==> config.mk <==
export PLATFORM = sky130hd
export DESIGN_NAME = keypad_scan_ctrl_flat
export DESIGN_NICKNAME = d
export VERILOG_FILES = /design/src/rtl/keypad_scan_ctrl_if.sv /design/src/rtl/keypad_scan_ctrl.sv /design/src/flat_wrapper.sv
export SDC_FILE = /design/constraint.sdc
export NUM_CORES = 1
export LEC_CHECK = 0
export BUFFER_PORTS_ARGS = -buffer_cell sky130_fd_sc_hd__buf_2
export CAP_MARGIN = 20
export CORE_MARGIN = 4
export CORE_UTILIZATION = 60
export CTS_BUF_LIST = sky130_fd_sc_hd__clkbuf_4 sky130_fd_sc_hd__clkbuf_8
export DETAILED_ROUTE_END_ITERATION = 8
export GPL_ROUTABILITY_DRIVEN = 1
export PLACE_DENSITY = 0.79
export SLEW_MARGIN = 5
export SYNTH_ARGS = -nofsm -noshare
export SYNTH_HDL_FRONTEND = slang
export SYNTH_SLANG_ARGS = --single-unit
==> constraint.sdc <==
create_clock -name clk -period 3.86 [get_ports clk]
set_clock_uncertainty 0.2 [all_clocks]
set_input_delay 0.772 -clock clk [delete_from_list [all_inputs] [get_ports clk]]
set_output_delay 0.772 -clock clk [all_outputs]
set_load 0.01 [all_outputs]
==> src/rtl/keypad_scan_ctrl_if.sv <==
// Keypad scan bus: matrix row/column lines plus the decoded key outputs.
// master = scan controller, slave = matrix/consumer side.
interface keypad_scan_ctrl_if;
    logic [3:0] row;
    logic [3:0] shift_col;
    logic [3:0] key_value;
    logic       key_valid;
    logic       key_held;

    modport master (
        input  row,
        output shift_col,
        output key_value,
        output key_valid,
        output key_held
    );

    modport slave (
        output row,
        input  shift_col,
        input  key_value,
        input  key_valid,
        input  key_held
    );
endinterface

==> src/rtl/keypad_scan_ctrl.sv <==
// 4x4 hex keypad scanner: column drive, row sync, debounce, one key code + strobe per press.
// Optional auto-repeat while held is enabled by defining KEYPAD_REPEAT_EN.
module keypad_scan_ctrl #(
    parameter int unsigned SCAN_DIV       = 1000,
    parameter int unsigned DEBOUNCE_SCANS = 4
`ifdef KEYPAD_REPEAT_EN
    ,
    parameter int unsigned REPEAT_DELAY   = 50,
    parameter int unsigned REPEAT_RATE    = 10
`endif
) (
    input  logic               clk,
    input  logic               reset,
    keypad_scan_ctrl_if.master kp
);

    localparam int unsigned DWELL_W = $clog2(SCAN_DIV);
    localparam int unsigned CNT_W   = $clog2(DEBOUNCE_SCANS + 1);

    localparam logic [1:0] ST_IDLE     = 2'd0;
    localparam logic [1:0] ST_DEBOUNCE = 2'd1;
    localparam logic [1:0] ST_PRESSED  = 2'd2;
    localparam logic [1:0] ST_RELEASE  = 2'd3;

`ifdef KEYPAD_REPEAT_EN
    localparam int unsigned REP_MAX = (REPEAT_DELAY > REPEAT_RATE) ? REPEAT_DELAY : REPEAT_RATE;
    localparam int unsigned REP_W   = $clog2(REP_MAX + 1);
`endif

    // Key map indexed by {row, col}
    function automatic logic [3:0] key_code(input logic [1:0] r, input logic [1:0] c);
        logic [3:0] code;
        case ({r, c})
            4'h0: code = 4'h1;
            4'h1: code = 4'h2;
            4'h2: code = 4'h3;
            4'h3: code = 4'hA;
            4'h4: code = 4'h4;
            4'h5: code = 4'h5;
            4'h6: code = 4'h6;
            4'h7: code = 4'hB;
            4'h8: code = 4'h7;
            4'h9: code = 4'h8;
            4'hA: code = 4'h9;
            4'hB: code = 4'hC;
            4'hC: code = 4'hE;
            4'hD: code = 4'h0;
            4'hE: code = 4'hF;
            default: code = 4'hD;
        endcase
        return code;
    endfunction

    logic [3:0]         row_meta;
    logic [3:0]         row_sync;
    logic [DWELL_W-1:0] dwell_cnt;
    logic [1:0]         col_idx;
    logic [3:0]         shift_col;
    logic               acc_hit;
    logic               acc_multi;
    logic [3:0]         acc_code;

    logic               col_end;
    logic               scan_end;
    logic [3:0]         rows_low;
    logic               col_hit;
    logic               col_one;
    logic [1:0]         row_idx;
    logic [3:0]         col_code;
    logic               scan_hit;
    logic               scan_multi;
    logic [3:0]         scan_code;
    logic               scan_single;

    logic [1:0]         state,     state_nxt;
    logic [3:0]         cand,      cand_nxt;
    logic [CNT_W-1:0]   cnt,       cnt_nxt;
    logic [3:0]         key_value, key_value_nxt;
    logic               key_valid, key_valid_nxt;
    logic               key_held,  key_held_nxt;
    logic [CNT_W-1:0]   cnt_inc;
    logic               hit_cand;

`ifdef KEYPAD_REPEAT_EN
    logic [REP_W-1:0]   rep_cnt,   rep_cnt_nxt;
    logic               rep_armed, rep_armed_nxt;
    logic [REP_W-1:0]   rep_inc;
`endif

    assign col_end  = (dwell_cnt == DWELL_W'(SCAN_DIV - 1));
    assign scan_end = col_end && (col_idx == 2'd3);
    assign rows_low = ~row_sync;
    assign col_hit  = |rows_low;
    assign col_one  = col_hit && ((rows_low & (rows_low - 4'd1)) == 4'd0);

    // Row index is only meaningful when exactly one row is low
    always_comb begin
        row_idx = 2'd0;
        case (rows_low)
            4'b0010: row_idx = 2'd1;
            4'b0100: row_idx = 2'd2;
            4'b1000: row_idx = 2'd3;
            default: row_idx = 2'd0;
        endcase
    end

    assign col_code    = key_code(row_idx, col_idx);
    assign scan_hit    = acc_hit | col_hit;
    assign scan_multi  = acc_multi | (col_hit & (acc_hit | ~col_one));
    assign scan_code   = col_hit ? col_code : acc_code;
    assign scan_single = scan_hit & ~scan_multi;

    // Row synchronizer, column dwell/rotation and per-scan accumulation
    always_ff @(posedge clk or negedge reset) begin
        if (!reset) begin
            row_meta  <= 4'b1111;
            row_sync  <= 4'b1111;
            dwell_cnt <= '0;
            col_idx   <= 2'd0;
            shift_col <= 4'b1110;
            acc_hit   <= 1'b0;
            acc_multi <= 1'b0;
            acc_code  <= 4'h0;
        end else begin
            row_meta <= kp.row;
            row_sync <= row_meta;
            if (col_end) begin
                dwell_cnt <= '0;
                col_idx   <= col_idx + 2'd1;
                shift_col <= {shift_col[2:0], shift_col[3]};
                if (col_idx == 2'd3) begin
                    acc_hit   <= 1'b0;
                    acc_multi <= 1'b0;
                    acc_code  <= 4'h0;
                end else begin
                    acc_hit   <= scan_hit;
                    acc_multi <= scan_multi;
                    acc_code  <= scan_code;
                end
            end else begin
                dwell_cnt <= dwell_cnt + DWELL_W'(1);
            end
        end
    end

    assign cnt_inc  = (cnt >= CNT_W'(DEBOUNCE_SCANS)) ? cnt : cnt + CNT_W'(1);
    assign hit_cand = scan_single && (scan_code == cand);
`ifdef KEYPAD_REPEAT_EN
    assign rep_inc  = (rep_cnt == REP_W'(REP_MAX)) ? rep_cnt : rep_cnt + REP_W'(1);
`endif

    // Debounce FSM, advanced once per completed scan
    always_comb begin
        state_nxt     = state;
        cand_nxt      = cand;
        cnt_nxt       = cnt;
        key_value_nxt = key_value;
        key_valid_nxt = 1'b0;
        key_held_nxt  = key_held;
`ifdef KEYPAD_REPEAT_EN
        rep_cnt_nxt   = rep_cnt;
        rep_armed_nxt = rep_armed;
`endif
        if (scan_end) begin
            case (state)
                ST_IDLE: begin
                    if (scan_single) begin
                        cand_nxt  = scan_code;
                        cnt_nxt   = CNT_W'(1);
                        state_nxt = ST_DEBOUNCE;
                    end
                end
                ST_DEBOUNCE: begin
                    if (!scan_single) begin
                        cnt_nxt   = '0;
                        state_nxt = ST_IDLE;
                    end else if (hit_cand) begin
                        cnt_nxt   = cnt_inc;
                    end else begin
                        cand_nxt  = scan_code;
                        cnt_nxt   = CNT_W'(1);
                    end
                end
                ST_PRESSED: begin
                    if (!hit_cand) begin
                        cnt_nxt   = CNT_W'(1);
                        state_nxt = ST_RELEASE;
                    end
`ifdef KEYPAD_REPEAT_EN
                    else if ((!rep_armed && rep_inc == REP_W'(REPEAT_DELAY)) ||
                             ( rep_armed && rep_inc == REP_W'(REPEAT_RATE))) begin
                        key_valid_nxt = 1'b1;
                        rep_cnt_nxt   = '0;
                        rep_armed_nxt = 1'b1;
                    end else begin
                        rep_cnt_nxt   = rep_inc;
                    end
`endif
                end
                default: begin
                    if (hit_cand) begin
                        cnt_nxt   = '0;
                        state_nxt = ST_PRESSED;
                    end else begin
                        cnt_nxt   = cnt_inc;
                    end
                end
            endcase

            if (state_nxt == ST_DEBOUNCE && cnt_nxt >= CNT_W'(DEBOUNCE_SCANS)) begin
                key_value_nxt = cand_nxt;
                key_valid_nxt = 1'b1;
                key_held_nxt  = 1'b1;
                cnt_nxt       = '0;
                state_nxt     = ST_PRESSED;
            end

            if (state_nxt == ST_RELEASE && cnt_nxt >= CNT_W'(DEBOUNCE_SCANS)) begin
                key_held_nxt  = 1'b0;
                cnt_nxt       = '0;
                state_nxt     = ST_IDLE;
            end
        end
`ifdef KEYPAD_REPEAT_EN
        // Any entry into or exit from PRESSED restarts the initial delay
        if (state_nxt != ST_PRESSED || state != ST_PRESSED) begin
            rep_cnt_nxt   = '0;
            rep_armed_nxt = 1'b0;
        end
`endif
    end

    always_ff @(posedge clk or negedge reset) begin
        if (!reset) begin
            state     <= ST_IDLE;
            cand      <= 4'h0;
            cnt       <= '0;
            key_value <= 4'h0;
            key_valid <= 1'b0;
            key_held  <= 1'b0;
`ifdef KEYPAD_REPEAT_EN
            rep_cnt   <= '0;
            rep_armed <= 1'b0;
`endif
        end else begin
            state     <= state_nxt;
            cand      <= cand_nxt;
            cnt       <= cnt_nxt;
            key_value <= key_value_nxt;
            key_valid <= key_valid_nxt;
            key_held  <= key_held_nxt;
`ifdef KEYPAD_REPEAT_EN
            rep_cnt   <= rep_cnt_nxt;
            rep_armed <= rep_armed_nxt;
`endif
        end
    end

    assign kp.shift_col = shift_col;
    assign kp.key_value = key_value;
    assign kp.key_valid = key_valid;
    assign kp.key_held  = key_held;

endmodule

==> src/flat_wrapper.sv <==
// flat-port wrapper written by rule: the top's interface ports become plain ports
module keypad_scan_ctrl_flat 
#(
    parameter int unsigned SCAN_DIV       = 1000,
    parameter int unsigned DEBOUNCE_SCANS = 4

)
  (clk, reset, kp_row, kp_shift_col, kp_key_value, kp_key_valid, kp_key_held);
  keypad_scan_ctrl_if kp_i ();
  input  logic clk;
  input  logic reset;
  input wire logic [$bits(kp_i.row)-1:0] kp_row;
  output wire logic [$bits(kp_i.shift_col)-1:0] kp_shift_col;
  output wire logic [$bits(kp_i.key_value)-1:0] kp_key_value;
  output wire logic [$bits(kp_i.key_valid)-1:0] kp_key_valid;
  output wire logic [$bits(kp_i.key_held)-1:0] kp_key_held;
  assign kp_i.row = kp_row;
  assign kp_shift_col = kp_i.shift_col;
  assign kp_key_value = kp_i.key_value;
  assign kp_key_valid = kp_i.key_valid;
  assign kp_key_held = kp_i.key_held;
  keypad_scan_ctrl #(.SCAN_DIV(SCAN_DIV), .DEBOUNCE_SCANS(DEBOUNCE_SCANS)) u_core (.clk(clk), .reset(reset), .kp(kp_i));
endmodule
Word-level counts from Yosys, hierarchy flattened
Memory sizes are Yosys's and may differ from the RTL's.
Index checks and enable logic that the tools add are counted.
Widths: inputs -> output; s select.
{ "op_classes": {"add_sub_neg": 4, "n_lt_le_gt_ge": 3, "eq_ne": 10, "muxes": 34, "n_bitwise": 9, "reduce_logical": 11} }
{ "ops": {"columns": ["op", "n"], "rows": [
  ["$mux 3", 10],
  ["$mux 4", 5],
  ["$mux 2", 8],
  ["$pmux 2 s3", 2],
  ["$add 10x1->10 const B", 1],
  ["$eq 10x10->1 const B", 1],
  ["$mux 10", 1],
  ["$ge 3x3->1 const B", 3],
  ["$pmux 3 s3", 1],
  ["$pmux 4 s2", 1],
  ["$eq 2x2->1 const B", 3],
  ["$mux 1", 6],
  ["$logic_and 1x1->1", 5],
  ["$and 4x4->4", 1],
  ["$eq 2x1->1 const B", 2],
  ["$eq 4x2->1 const B", 1],
  ["$eq 4x3->1 const B", 1],
  ["$eq 4x4->1", 1],
  ["$eq 4x4->1 const B", 1],
  ["$logic_not 4->1", 1],
  ["$not 4->4", 1],
  ["$reduce_and 2->1", 2],
  ["$reduce_or 4->1", 1],
  ["$sub 4x1->4 const B", 1],
  ["other kinds (7)", 11]
]} }
{ "totals": {"register_bits": 45, "mem_bits_ro": 64, "output_inout_bits": 10, "word_cells": 86, "memories": 1} }
{ "mem_list": {"columns": ["name", "words", "width", "rd", "rd_ports_with_merged_regs", "write_ports", "line", "text"], "rows": [
  ["(name not given)", 16, 4, 1, 0, 0, "keypad_scan_ctrl.sv:33", "case ({r, c})"]
]} }

Longest topological paths before layout
Gate-level depths: netlist (run 1).
{ "depth": {"word_depth": 24, "ltp_mapped": 10, "mapped_depth_nobuf": 10} }

Worst setup path after synthesis (run 1)
OpenSTA, ideal clock, no wires.
{ "synth_timing": {"path_type": "register to register", "startpoint": "register u_core.col_idx[0]", "endpoint": "register u_core.key_value[0] (netlist: u_core.kp.key_value[0])", "t_arrival_ns": 2.613, "t_required_ns": 3.535, "slack_ns": 0.921, "stages_incl_launch_ff": 11, "n_path_buf": 0, "cell_sequence": "dfrtp_1 > inv_1 > ha_1 > nor2b_1 > o311a_1 > o21a_1 > nor3_4 > nand4_4 > a221oi_4 > nand2_4 > mux2_4"} }
{ "synth_via": {"elab_chain_len": 11, "elab_cells_between_ends": 24, "classes_between": "order compare: 1; eq/ne: 3; mux: 15; reduce/logical: 4; memory: 1"} }
{ "synth_lines": {"columns": ["element", "line", "text"], "rows": [
  ["from (decl)", "keypad_scan_ctrl.sv:57", "logic [1:0] col_idx;"],
  ["from (signal assigned)", "keypad_scan_ctrl.sv:129", "col_idx <= col_idx + 2'd1;"],
  ["$mem_v2 16x4", null, null],
  ["$mux 4", "keypad_scan_ctrl.sv:110", "assign scan_code = col_hit ? col_code : acc_code;"],
  ["$eq 4x4->1", "keypad_scan_ctrl.sv:147", "assign hit_cand = scan_single && (scan_code == cand);"],
  ["$logic_and 1x1->1", "keypad_scan_ctrl.sv:147", null],
  ["$mux 3", "keypad_scan_ctrl.sv:177", "end else if (hit_cand) begin"],
  ["$mux 3", "keypad_scan_ctrl.sv:174", "if (!scan_single) begin"],
  ["$pmux 3 s3", "keypad_scan_ctrl.sv:165", "case (state)"],
  ["$mux 3", "keypad_scan_ctrl.sv:164", "if (scan_end) begin"],
  ["$ge 3x3->1", "keypad_scan_ctrl.sv:210", "if (state_nxt == ST_DEBOUNCE && cnt_nxt >= CNT_W'(DEBOUNCE_SCANS)) begin"],
  ["$logic_and 1x1->1", "keypad_scan_ctrl.sv:210", null],
  ["$reduce_and 2->1 (no line)", null, null],
  ["to (signal assigned)", "keypad_scan_ctrl.sv:249", "key_value <= key_value_nxt;"],
  ["to (decl)", "keypad_scan_ctrl.sv:78", "logic [3:0] key_value, key_value_nxt;"]
]} }
Parallel ways exist; a longest one is shown, timed or not. The select of a mux whose other input is x is not followed.
A chain may end at the register's enable or synchronous reset.

Worst setup path in the final report (run 1)
Same ends and word-level chain as after synthesis.

==> reports/summary.txt, run 1 <==
GRT Util Overall: 19.64%
Critical path's slowest cell: dfrtp_1
Clock Path Buffers: 2
Rel. slew slack: 37.80%
Crit Reg-Reg Startpoint: u_core.col_idx[0]
Row count: 23
Layout overhead on the synthesized area: 7.274%
Status: complete, no violations
Warnings, synthesis: 0
Die ar.: 5285 µm²
Die height: 72.70 µm
DR top layer: met4
Routed WL per cell: 15.28 µm
I/O Pins: 16
Hold Buf Count CTS: 0
Placed Cells: 298
Number of synthesized flops with an enable pin: 0
IO Port Bufs: 15
Met1 wire length: 2.071 mm
DP HPWL: 3.311 mm
WL met3: 232 µm
Post-synthesis cell count: 241
Drt total wl: 4.676 mm
Clk Latency, worst-skew pair: 310 ps
Max Slew Vio Count: 0
Vias in the first global route: 1,727
Yosys cell types: 61
Hold Crit Depth: 0
Max cap viols: 0
Reg-to-reg endpoint: u_core.kp.key_value[0]
Sequential area share after synthesis: 45.39%
Ys flop type: dfrtp_1
LEAKAGE: 1.262 nW
Grt ovf: 0
Synth Register Bits: 45
CP required: 3860 ps
Antenna Nets Post-Route: 0
Die X: 72.70 µm
DRT iter0 DRCs: 151
Slew of the pin with the lowest slew margin: 933.0 ps
CTS tree: done
Final Util: 66.86%
RSZ-0062 raised after global routing: no
Period utilization: 82.75%
Initial antenna violation count: 0
Number of setup buffers added after CTS: 0
Post-Place Setup Slack: 676.0 ps
Highest clock rate: 313.1 MHz
Hold EP: u_core.row_sync[0]
Worst VDD drop: 256.7 µV
Antenna fix cells: 0
Root Buffer: clkbuf_8
CTS H-Tree Depth: 2
Placer Congestion: 0.8324
Worst min-delay path startpoint: u_core.row_meta[0]
Post-Layout Inst Area: 2694 µm²
DRC: 0
Setup_tns: 0 ps
Worst path cell trace: inv_1 -> ha_1 -> nor2b_1 -> o311a_1 -> o21a_1 -> nor3_4 -> nand4_4 -> a221oi_4 -> nand2_4 -> mux2_4
Max stage delay on crit path: 450 ps
Startpoint types: flop
Via count of the routed design: 1,781
First-pass iteration count of the detailed router: 4
Arrival @ worst endpoint: 3200 ps
Nets@finish: 269
Reg2Reg Depth: 10
Mapped Area: 2511 µm²
Global-route wire length before repair: 8.059 mm
CTS resizes: 0
Metal2 WL: 2.334 mm
Clock sinks: 45
Crit Path Max Fanout: 6
Power density cells: 315.5 nW/µm²
CTS Buf Count: 5
R2R setup slack: 670 ps
Avg Vias per Cell: 5.820
Largest net degree at the start of global routing: 46
Core ar.: 4029 µm²
Final hold vios: 0
Setup ws final: 665.7 ps
Final setup vio count: 0
Initial Util: 62.33%
Syn Nets: 255
Syn avg cell area: 10.42 µm²
Worst Setup SP: u_core.col_idx[0]
Crit Path Category: reg -> reg
Crit. End Element: flop
Hold Crit Class: reg -> reg
Final Instance Count excl. Fillers: 306
Post-DP Area: 2595 µm²
Clock slew at reported path FFs: 100 ps
Min Tclk post-route: 3194 ps
Layout cells sized above 1: 23.05%
Synth async-reset ratio: 100.0%
[Yosys cell counts, types with 5 or more instances]
cell	instances	area, µm²
xor2_1	9	78.83
dfrtp_1	34	850.8
dfstp_2	11	289.0
nor2_1	27	101.4
nand3_1	5	25.02
o21ai_0	12	60.06
ha_1	8	100.1
a21oi_1	9	45.04
inv_1	11	41.29
nand2_1	29	108.9
mux2i_1	6	60.06
[where the power goes]
group | switching (mW) | internal, mW | total, mW
registers | 0.00857 | 0.479 | 0.488
clock network | 0.164 | 0.147 | 0.312
logic | 0.0325 | 0.0180 | 0.0505
[cell usage in the layout, fill, tap and decap left out, types with 5 or more instances in the layout]
master | synthesis | final
a21oi_1 | 9 | 9
nor2_1 | 27 | 27
dfstp_2 | 11 | 11
dfrtp_1 | 34 | 34
o21ai_0 | 12 | 12
xor2_1 | 9 | 9
buf_2 | 1 | 15
ha_1 | 8 | 8
mux2i_1 | 6 | 6
clkbuf_8 | 0 | 6
nand3_1 | 5 | 5
nand2_1 | 29 | 29
inv_1 | 11 | 11
[flip-flops by register name, summed over array words and instances (netlist names), 2 cells and up]
name                 flops
u_core.kp.shift_col      4
u_core.cand              4
u_core.cnt               3
u_core.acc_code          4
u_core.col_idx           2
u_core.state             2
u_core.row_meta          4
u_core.dwell_cnt        10
u_core.row_sync          4
u_core.kp.key_value      4
[how the worst max path moves through the flow]
stage               slack, ps                     end  cells after the start
finish                    670  u_core.kp.key_value[0]                     10
global route              480  u_core.kp.key_value[0]                     10
CTS                       670  u_core.kp.key_value[0]                     10
detailed placement        680  u_core.kp.key_value[0]                     10
global placement          780  u_core.kp.key_value[2]                     10
floorplan                 920  u_core.kp.key_value[0]                     10
[worst max-delay path, delay by kind of cell (launching register included)]
kind	cells	cell delay, ps
buffers and inverters	1	150
multiplexers	1	320
flip-flops	1	450
AO/OA/AOI/OAI	3	980
adder cells (fa/ha/maj)	1	330
AND/OR/NAND/NOR	4	680
[cells by family after synthesis]
logic type,share of synthesized area [%]
simple gates,19.33
compound gates,15.59
flops,45.39
buf+inv,4.085
xor+xnor,5.182
mux,6.427
fa+ha+maj,3.986
[routing by layer]
| layer | vias up | track usage (%) |
|---|---|---|
| met5 | - | 0 |
| met4 | 0 | 5.328 |
| met3 | 6 | 5.372 |
| met2 | 48 | 32.36 |
| met1 | 863 | 25.51 |
| li1 | 864 | - |
[layout make-up]
class | count | area (µm²)
Tap cell | 50 | 62.56
Fill cell | 332 | 1335
Inverter | 11 | 41.29
Timing Repair Buffer | 16 | 82.58
Clock buffer | 6 | 82.58
Multi-Input combinational cell | 176 | 1269
Sequential cell | 45 | 1140
Clock inverter | 2 | 16.27
[stage by stage]
step,total power [mW],hold WS [ps]
6_report,0.8499,158.0
5_1_grt,0.8825,159.4
4_1_cts,0.8587,158.4
3_5_place_dp,0.5471,147.9
3_3_place_gp,0.5459,146.3
2_1_floorplan,0.5322,145.2
Note: power is estimated with default switching activity, not from simulation.
==> run 2: changes to the inputs <==
- clock period: 3.86 -> 3.35 ns (I/O delays scaled with it)
==> reports/summary.txt, run 2 (synthesis results as in run 1) <==
Status: complete, no violations (unchanged)
Min Tclk post-route: 3147 ps (was 3194 ps)
Clk pwr share: 34.7% (was 36.7%)
Highest clock rate: 317.7 MHz (was 313.1 MHz)
Arrival @ worst endpoint: 3140 ps (was 3200 ps)
CTS tree: done (unchanged)
Logic pwr share: 6.5% (was 5.9%)
Reg-to-reg endpoint: u_core.kp.key_value[2] (was u_core.kp.key_value[0])
Routed WL per cell: 14.94 µm (was 15.28 µm)
Hold Crit Class: in -> async (was reg -> reg)
Initial Util: 62.33% (unchanged)
Row count: 23 (unchanged)
Placed Cells: 300 (was 298)
GRT Util Overall: 19.68% (was 19.64%)
Crit Path Category: reg -> reg (unchanged)
CTS H-Tree Depth: 2 (unchanged)
Antenna Nets Post-Route: 0 (unchanged)
Grt ovf: 0 (unchanged)
Crit Reg-Reg Startpoint: u_core.col_idx[0] (unchanged)
Most frequent cells in the layout: 34 x dfrtp_1, 29 x nand2_1, 27 x nor2_1, 15 x buf_2, 12 x o21ai_0 (unchanged)
R2R setup slack: 200 ps (was 670 ps)
Max stage delay on crit path: 440 ps (was 450 ps)
Root Buffer: clkbuf_8 (unchanged)
Worst VDD drop: 218.1 µV (was 256.7 µV)
Clock Path Buffers: 2 (unchanged)
Worst Setup SP: u_core.col_idx[0] (unchanged)
Fill count: 307 (was 332)
Max reg flops: 10 (unchanged)
Drt total wl: 4.618 mm (was 4.676 mm)
CTS resizes: 0 (unchanged)
Sw Pwr: 0.2342 mW (was 0.2053 mW)
Layout overhead on the synthesized area: 8.172% (was 7.274%)
Final Instance Count excl. Fillers: 309 (was 306)
Core ar.: 4029 µm² (unchanged)
Reg2Reg Depth: 10 (unchanged)
Worst path cell trace: inv_1 -> ha_1 -> nor2b_1 -> o311a_1 -> o21a_1 -> nor3_4 -> nand4_4 -> a221oi_4 -> nand2_4 -> mux2_4 (unchanged)
Startpoint types: flop (unchanged)
Nets@finish: 272 (was 269)
CTS Buf Count: 5 (unchanged)
First-pass iteration count of the detailed router: 4 (unchanged)
Avg Vias per Cell: 5.835 (was 5.820)
Most common cell after layout, fill and taps aside: dfrtp_1 (unchanged)
Crit. End Element: flop (unchanged)
Rel. slew slack: 67.09% (was 37.80%)
Final hold vios: 0 (unchanged)
Largest Register: u_core.dwell_cnt (unchanged)
Clock sinks: 45 (unchanged)
Largest net degree at the start of global routing: 46 (unchanged)
DP HPWL: 3.295 mm (was 3.311 mm)
Placer Congestion: 0.8561 (was 0.8324)
Die ar.: 5285 µm² (unchanged)
Final Util: 67.42% (was 66.86%)
Die X: 72.70 µm (unchanged)
RSZ-0062 raised after global routing: no (unchanged)
P_int: 0.7200 mW (was 0.6445 mW)
Power density cells: 351.3 nW/µm² (was 315.5 nW/µm²)
Hold slack: 42.97 ps (was 158.0 ps)
Final setup vio count: 0 (unchanged)
Clock slew at reported path FFs: 90 ps (was 100 ps)
Layout cells sized above 1: 23.94% (was 23.05%)
Number of setup buffers added after CTS: 0 (unchanged)
Critical path's slowest cell: dfrtp_1 (unchanged)
Antenna fix cells: 0 (unchanged)
Switching Fraction: 24.54% (was 24.16%)
Max Slew Vio Count: 0 (unchanged)
IO Port Bufs: 15 (unchanged)
LEAKAGE: 1.277 nW (was 1.262 nW)
Die height: 72.70 µm (unchanged)
Setup_tns: 0 ps (unchanged)
Sequential Power Share: 58.8% (was 57.4%)
Via count of the routed design: 1,803 (was 1,781)
Clk Latency, worst-skew pair: 300 ps (was 310 ps)
Initial antenna violation count: 0 (unchanged)
CP required: 3350 ps (was 3860 ps)
Crit Path Max Fanout: 6 (unchanged)
Vias in the first global route: 1,767 (was 1,727)
DRT iter0 DRCs: 135 (was 151)
Global-route wire length before repair: 8.155 mm (was 8.059 mm)
Max cap viols: 0 (unchanged)
Slew of the pin with the lowest slew margin: 493.4 ps (was 933.0 ps)
DRC: 0 (unchanged)
Hold Buf Count CTS: 0 (unchanged)
I/O Pins: 16 (unchanged)
Critical Path End: u_core.kp.key_value[2] (was u_core.kp.key_value[0])
Period utilization: 93.95% (was 82.75%)
[run 2: changes by cell type in the layout (fill, tap and decap cells not counted)]
cell / before / now
clkinv_2: 0 / 2
buf_4: 1 / 3
inv_6: 1 / 0
buf_12: 0 / 1
clkbuf_8: 6 / 5
[run 2: area by class of cell]
cell class,count,area (µm²),area share [%]
clock buffer,5,68.82,2.533
clock inverter,3,17.52,0.6449
inverter,11,41.29,1.520
multi-input combinational,176,1269,46.71
sequential,45,1140,41.96
tap,50,62.56,2.303
timing repair buffer,19,117.6,4.330
[run 2: per-layer routing]
metal  vias to the layer above  track usage [%]  routed length [µm]  part of all wire [%]
li1                        878                -                   -                     -
met1                       876            25.47                2063                    45
met2                        37            32.46                2256                    49
met3                        12            4.132                 200                   4.3
met4                         0            7.377                  97                   2.1
met5                         -                0                   0                     0
[run 2: critical path: cells and delay by family (launching register included)]
family	cells	cell delay, ps
AO/OA/AOI/OAI	3	950
adder cells (fa/ha/maj)	1	330
buffers and inverters	1	160
flip-flops	1	440
multiplexers	1	310
AND/OR/NAND/NOR	4	650
[run 2: metrics by stage]
| step | setup WS [ps] | area [µm²] | total power [mW] |
|---|---|---|---|
| 3_5_place_dp | 217.0 | 2610 | 0.6310 |
| 4_1_cts | 200.7 | 2696 | 0.9628 |
| 3_3_place_gp | 279.7 | 2610 | 0.6302 |
| 5_1_grt | 29.44 | 2716 | 0.9950 |
| 2_1_floorplan | 411.5 | 2511 | 0.6132 |
| 6_report | 202.7 | 2716 | 0.9542 |
[run 2: power by group through the flow]
stage	clock (mW)	sequential, mW	combinational, mW
finish	0.331	0.561	0.0624
CTS	0.342	0.561	0.0604
floorplan	0	0.564	0.0493
global route	0.363	0.562	0.0701
detailed placement	0	0.571	0.0602
global placement	0	0.571	0.0595
[run 2: worst min-delay path by stage]
stage	startpoint	to	cells past startpoint
final	reset	u_core.cand[0]	1
after detailed placement	u_core.row_meta[3]	u_core.row_sync[3]	0
after global routing	reset	u_core.acc_multi	1
after CTS	u_core.row_meta[0]	u_core.row_sync[0]	0
after floorplan	u_core.row_meta[0]	u_core.row_sync[0]	0
after global placement	u_core.row_meta[3]	u_core.row_sync[3]	0
==> run 3: changes to the inputs <==
- HOLD_SLACK_MARGIN: default -> 0.1
==> reports/summary.txt, run 3 (synthesis results as in run 1) <==
Post-DP Area: 2610 µm² (unchanged)
Crit. End Element: flop (unchanged)
Routed WL per cell: 14.98 µm (was 14.94 µm)
Min Tclk post-route: 3151 ps (was 3147 ps)
CTS resizes: 0 (unchanged)
Register area: 1140 µm² (unchanged)
Post-Place Setup Slack: 217.0 ps (unchanged)
Layout overhead on the synthesized area: 8.570% (was 8.172%)
Clock Path Buffers: 2 (unchanged)
Placed Cells: 300 (unchanged)
Via count of the routed design: 1,812 (was 1,803)
RSZ-0062 raised after global routing: no (unchanged)
CP required: 3350 ps (about the same)
Final Instance Count excl. Fillers: 310 (was 309)
Logic pwr share: 6.6% (was 6.5%)
Row count: 23 (unchanged)
Antenna Nets Post-Route: 0 (unchanged)
Setup_tns: 0 ps (unchanged)
Worst VDD drop: 218.1 µV (unchanged)
Hold Crit Class: reg -> reg (was in -> async)
Fill count: 306 (was 307)
I/O Pins: 16 (unchanged)
Placer Congestion: 0.8561 (unchanged)
Nets@finish: 273 (was 272)
Max cap viols: 0 (unchanged)
DRC: 0 (unchanged)
Crit Path Category: reg -> reg (unchanged)
Switching Fraction: 24.59% (was 24.54%)
Root Buffer: clkbuf_8 (unchanged)
Max Slew Vio Count: 0 (unchanged)
Number of setup buffers added after CTS: 0 (unchanged)
Initial Util: 62.33% (unchanged)
Setup ws final: 198.7 ps (was 202.7 ps)
Highest clock rate: 317.3 MHz (was 317.7 MHz)
Post-Layout Inst Area: 2726 µm² (was 2716 µm²)
Sequential Power Share: 58.7% (was 58.8%)
Clock sinks: 45 (unchanged)
Crit Path Max Fanout: 6 (unchanged)
Largest Register: u_core.dwell_cnt (unchanged)
Max reg flops: 10 (unchanged)
Arrival @ worst endpoint: 3150 ps (was 3140 ps)
Slew of the pin with the lowest slew margin: 493.7 ps (was 493.4 ps)
Largest net degree at the start of global routing: 46 (unchanged)
Core ar.: 4029 µm² (unchanged)
Sw Pwr: 0.2350 mW (was 0.2342 mW)
First-pass iteration count of the detailed router: 4 (unchanged)
Clk pwr share: 34.7% (about the same)
Die height: 72.70 µm (unchanged)
Final hold vios: 0 (unchanged)
Power density cells: 350.6 nW/µm² (was 351.3 nW/µm²)
Rel. slew slack: 67.07% (was 67.09%)
DRT iter0 DRCs: 153 (was 135)
Drt total wl: 4.645 mm (was 4.618 mm)
Avg Vias per Cell: 5.845 (was 5.835)
LEAKAGE: 1.281 nW (was 1.277 nW)
Grt ovf: 0 (unchanged)
Most common cell after layout, fill and taps aside: dfrtp_1 (unchanged)
Antenna fix cells: 0 (unchanged)
CTS tree: done (unchanged)
Die ar.: 5285 µm² (unchanged)
Global-route wire length before repair: 8.155 mm (unchanged)
Startpoint types: flop (unchanged)
Initial antenna violation count: 0 (unchanged)
Layout cells sized above 1: 23.85% (was 23.94%)
CTS H-Tree Depth: 2 (unchanged)
Die X: 72.70 µm (unchanged)
Clock slew at reported path FFs: 90 ps (about the same)
CTS Buf Count: 5 (unchanged)
Clk Latency, worst-skew pair: 300 ps (about the same)
DP HPWL: 3.295 mm (unchanged)
Vias in the first global route: 1,767 (unchanged)
Final setup vio count: 0 (unchanged)
Footprint of the multi-input gates: 1269 µm² (unchanged)
Period utilization: 94.07% (was 93.95%)
Status: complete, no violations (unchanged)
GRT Util Overall: 19.68% (unchanged)
Most frequent cells in the layout: 34 x dfrtp_1, 29 x nand2_1, 27 x nor2_1, 15 x buf_2, 12 x o21ai_0 (unchanged)
IO Port Bufs: 15 (unchanged)
P_int: 0.7208 mW (was 0.7200 mW)
## run 3: changes by cell type in the layout (fill, tap and decap cells not counted), sizes merged
cell / before / now
dlygate4sd3: 0 / 1
## run 3: metrics by stage
step | power, mW | util (%) | hold WS [ps]
after detailed placement | 0.6310 | 64.78 | 147.2
final | 0.9558 | 67.67 | 158.4
after global routing | 0.9961 | 67.67 | 164.5
after floorplan | 0.6132 | - | 145.2
after global placement | 0.6302 | 64.78 | 146.3
after CTS | 0.9628 | 66.93 | 159.2
## run 3: routing by layer
metal  vias to the layer above  share of wire, %  wire, µm  GRT usage, %
met4                         0               2.1        97         7.377
met5                         -                 0         0             0
li1                        881                 -         -             -
met1                       888                45      2100         25.47
met3                        12               3.6       169         4.132
met2                        31                49      2278         32.46
## run 3: cell type report
cell class,instances,share of cell area (%)
Clock buffer,5,2.524
Clock inverter,3,0.6425
Inverter,11,1.514
Multi-Input combinational cell,176,46.54
Sequential cell,45,41.81
Tap cell,50,2.295
Timing Repair Buffer,20,4.681
## run 3: final timing paths
path	from	endpoint	slack (ps)	cells past startpoint
min in group asynchronous	reset	u_core.cand[0]	580	2
worst max-delay path	u_core.col_idx[0]	u_core.kp.key_value[2]	200	10
worst max register to register	u_core.col_idx[0]	u_core.kp.key_value[2]	200	10
worst min-delay path	u_core.row_meta[0]	u_core.row_sync[0]	160	0
max in group asynchronous	reset	u_core.kp.shift_col[2]	1830	3
worst min register to register	u_core.row_meta[0]	u_core.row_sync[0]	160	0
## run 3: what timing repair did
item / CTS / global route
setup endpoints to repair: 0 / 0
hold buffers: 0 / 1
endpoints found under the hold margin: 0 / 11
## run 3: power by group through the flow
| stage | Clock, mW | Sequential (mW) | Combinational, mW |
|---|---|---|---|
| 2_1_floorplan | 0 | 0.564 | 0.0493 |
| 3_3_place_gp | 0 | 0.571 | 0.0595 |
| 3_5_place_dp | 0 | 0.571 | 0.0602 |
| 4_1_cts | 0.342 | 0.561 | 0.0604 |
| 5_1_grt | 0.363 | 0.562 | 0.0712 |
| 6_report | 0.332 | 0.561 | 0.0634 |
## run 3: critical path, stage by stage, from the launching register on
cell and delay [ps]:
dfrtp_1 440, inv_1 160, ha_1 330, nor2b_1 130, o311a_1 330, o21a_1 230, nor3_4 230, nand4_4 170
a221oi_4 390, nand2_4 120, mux2_4 310
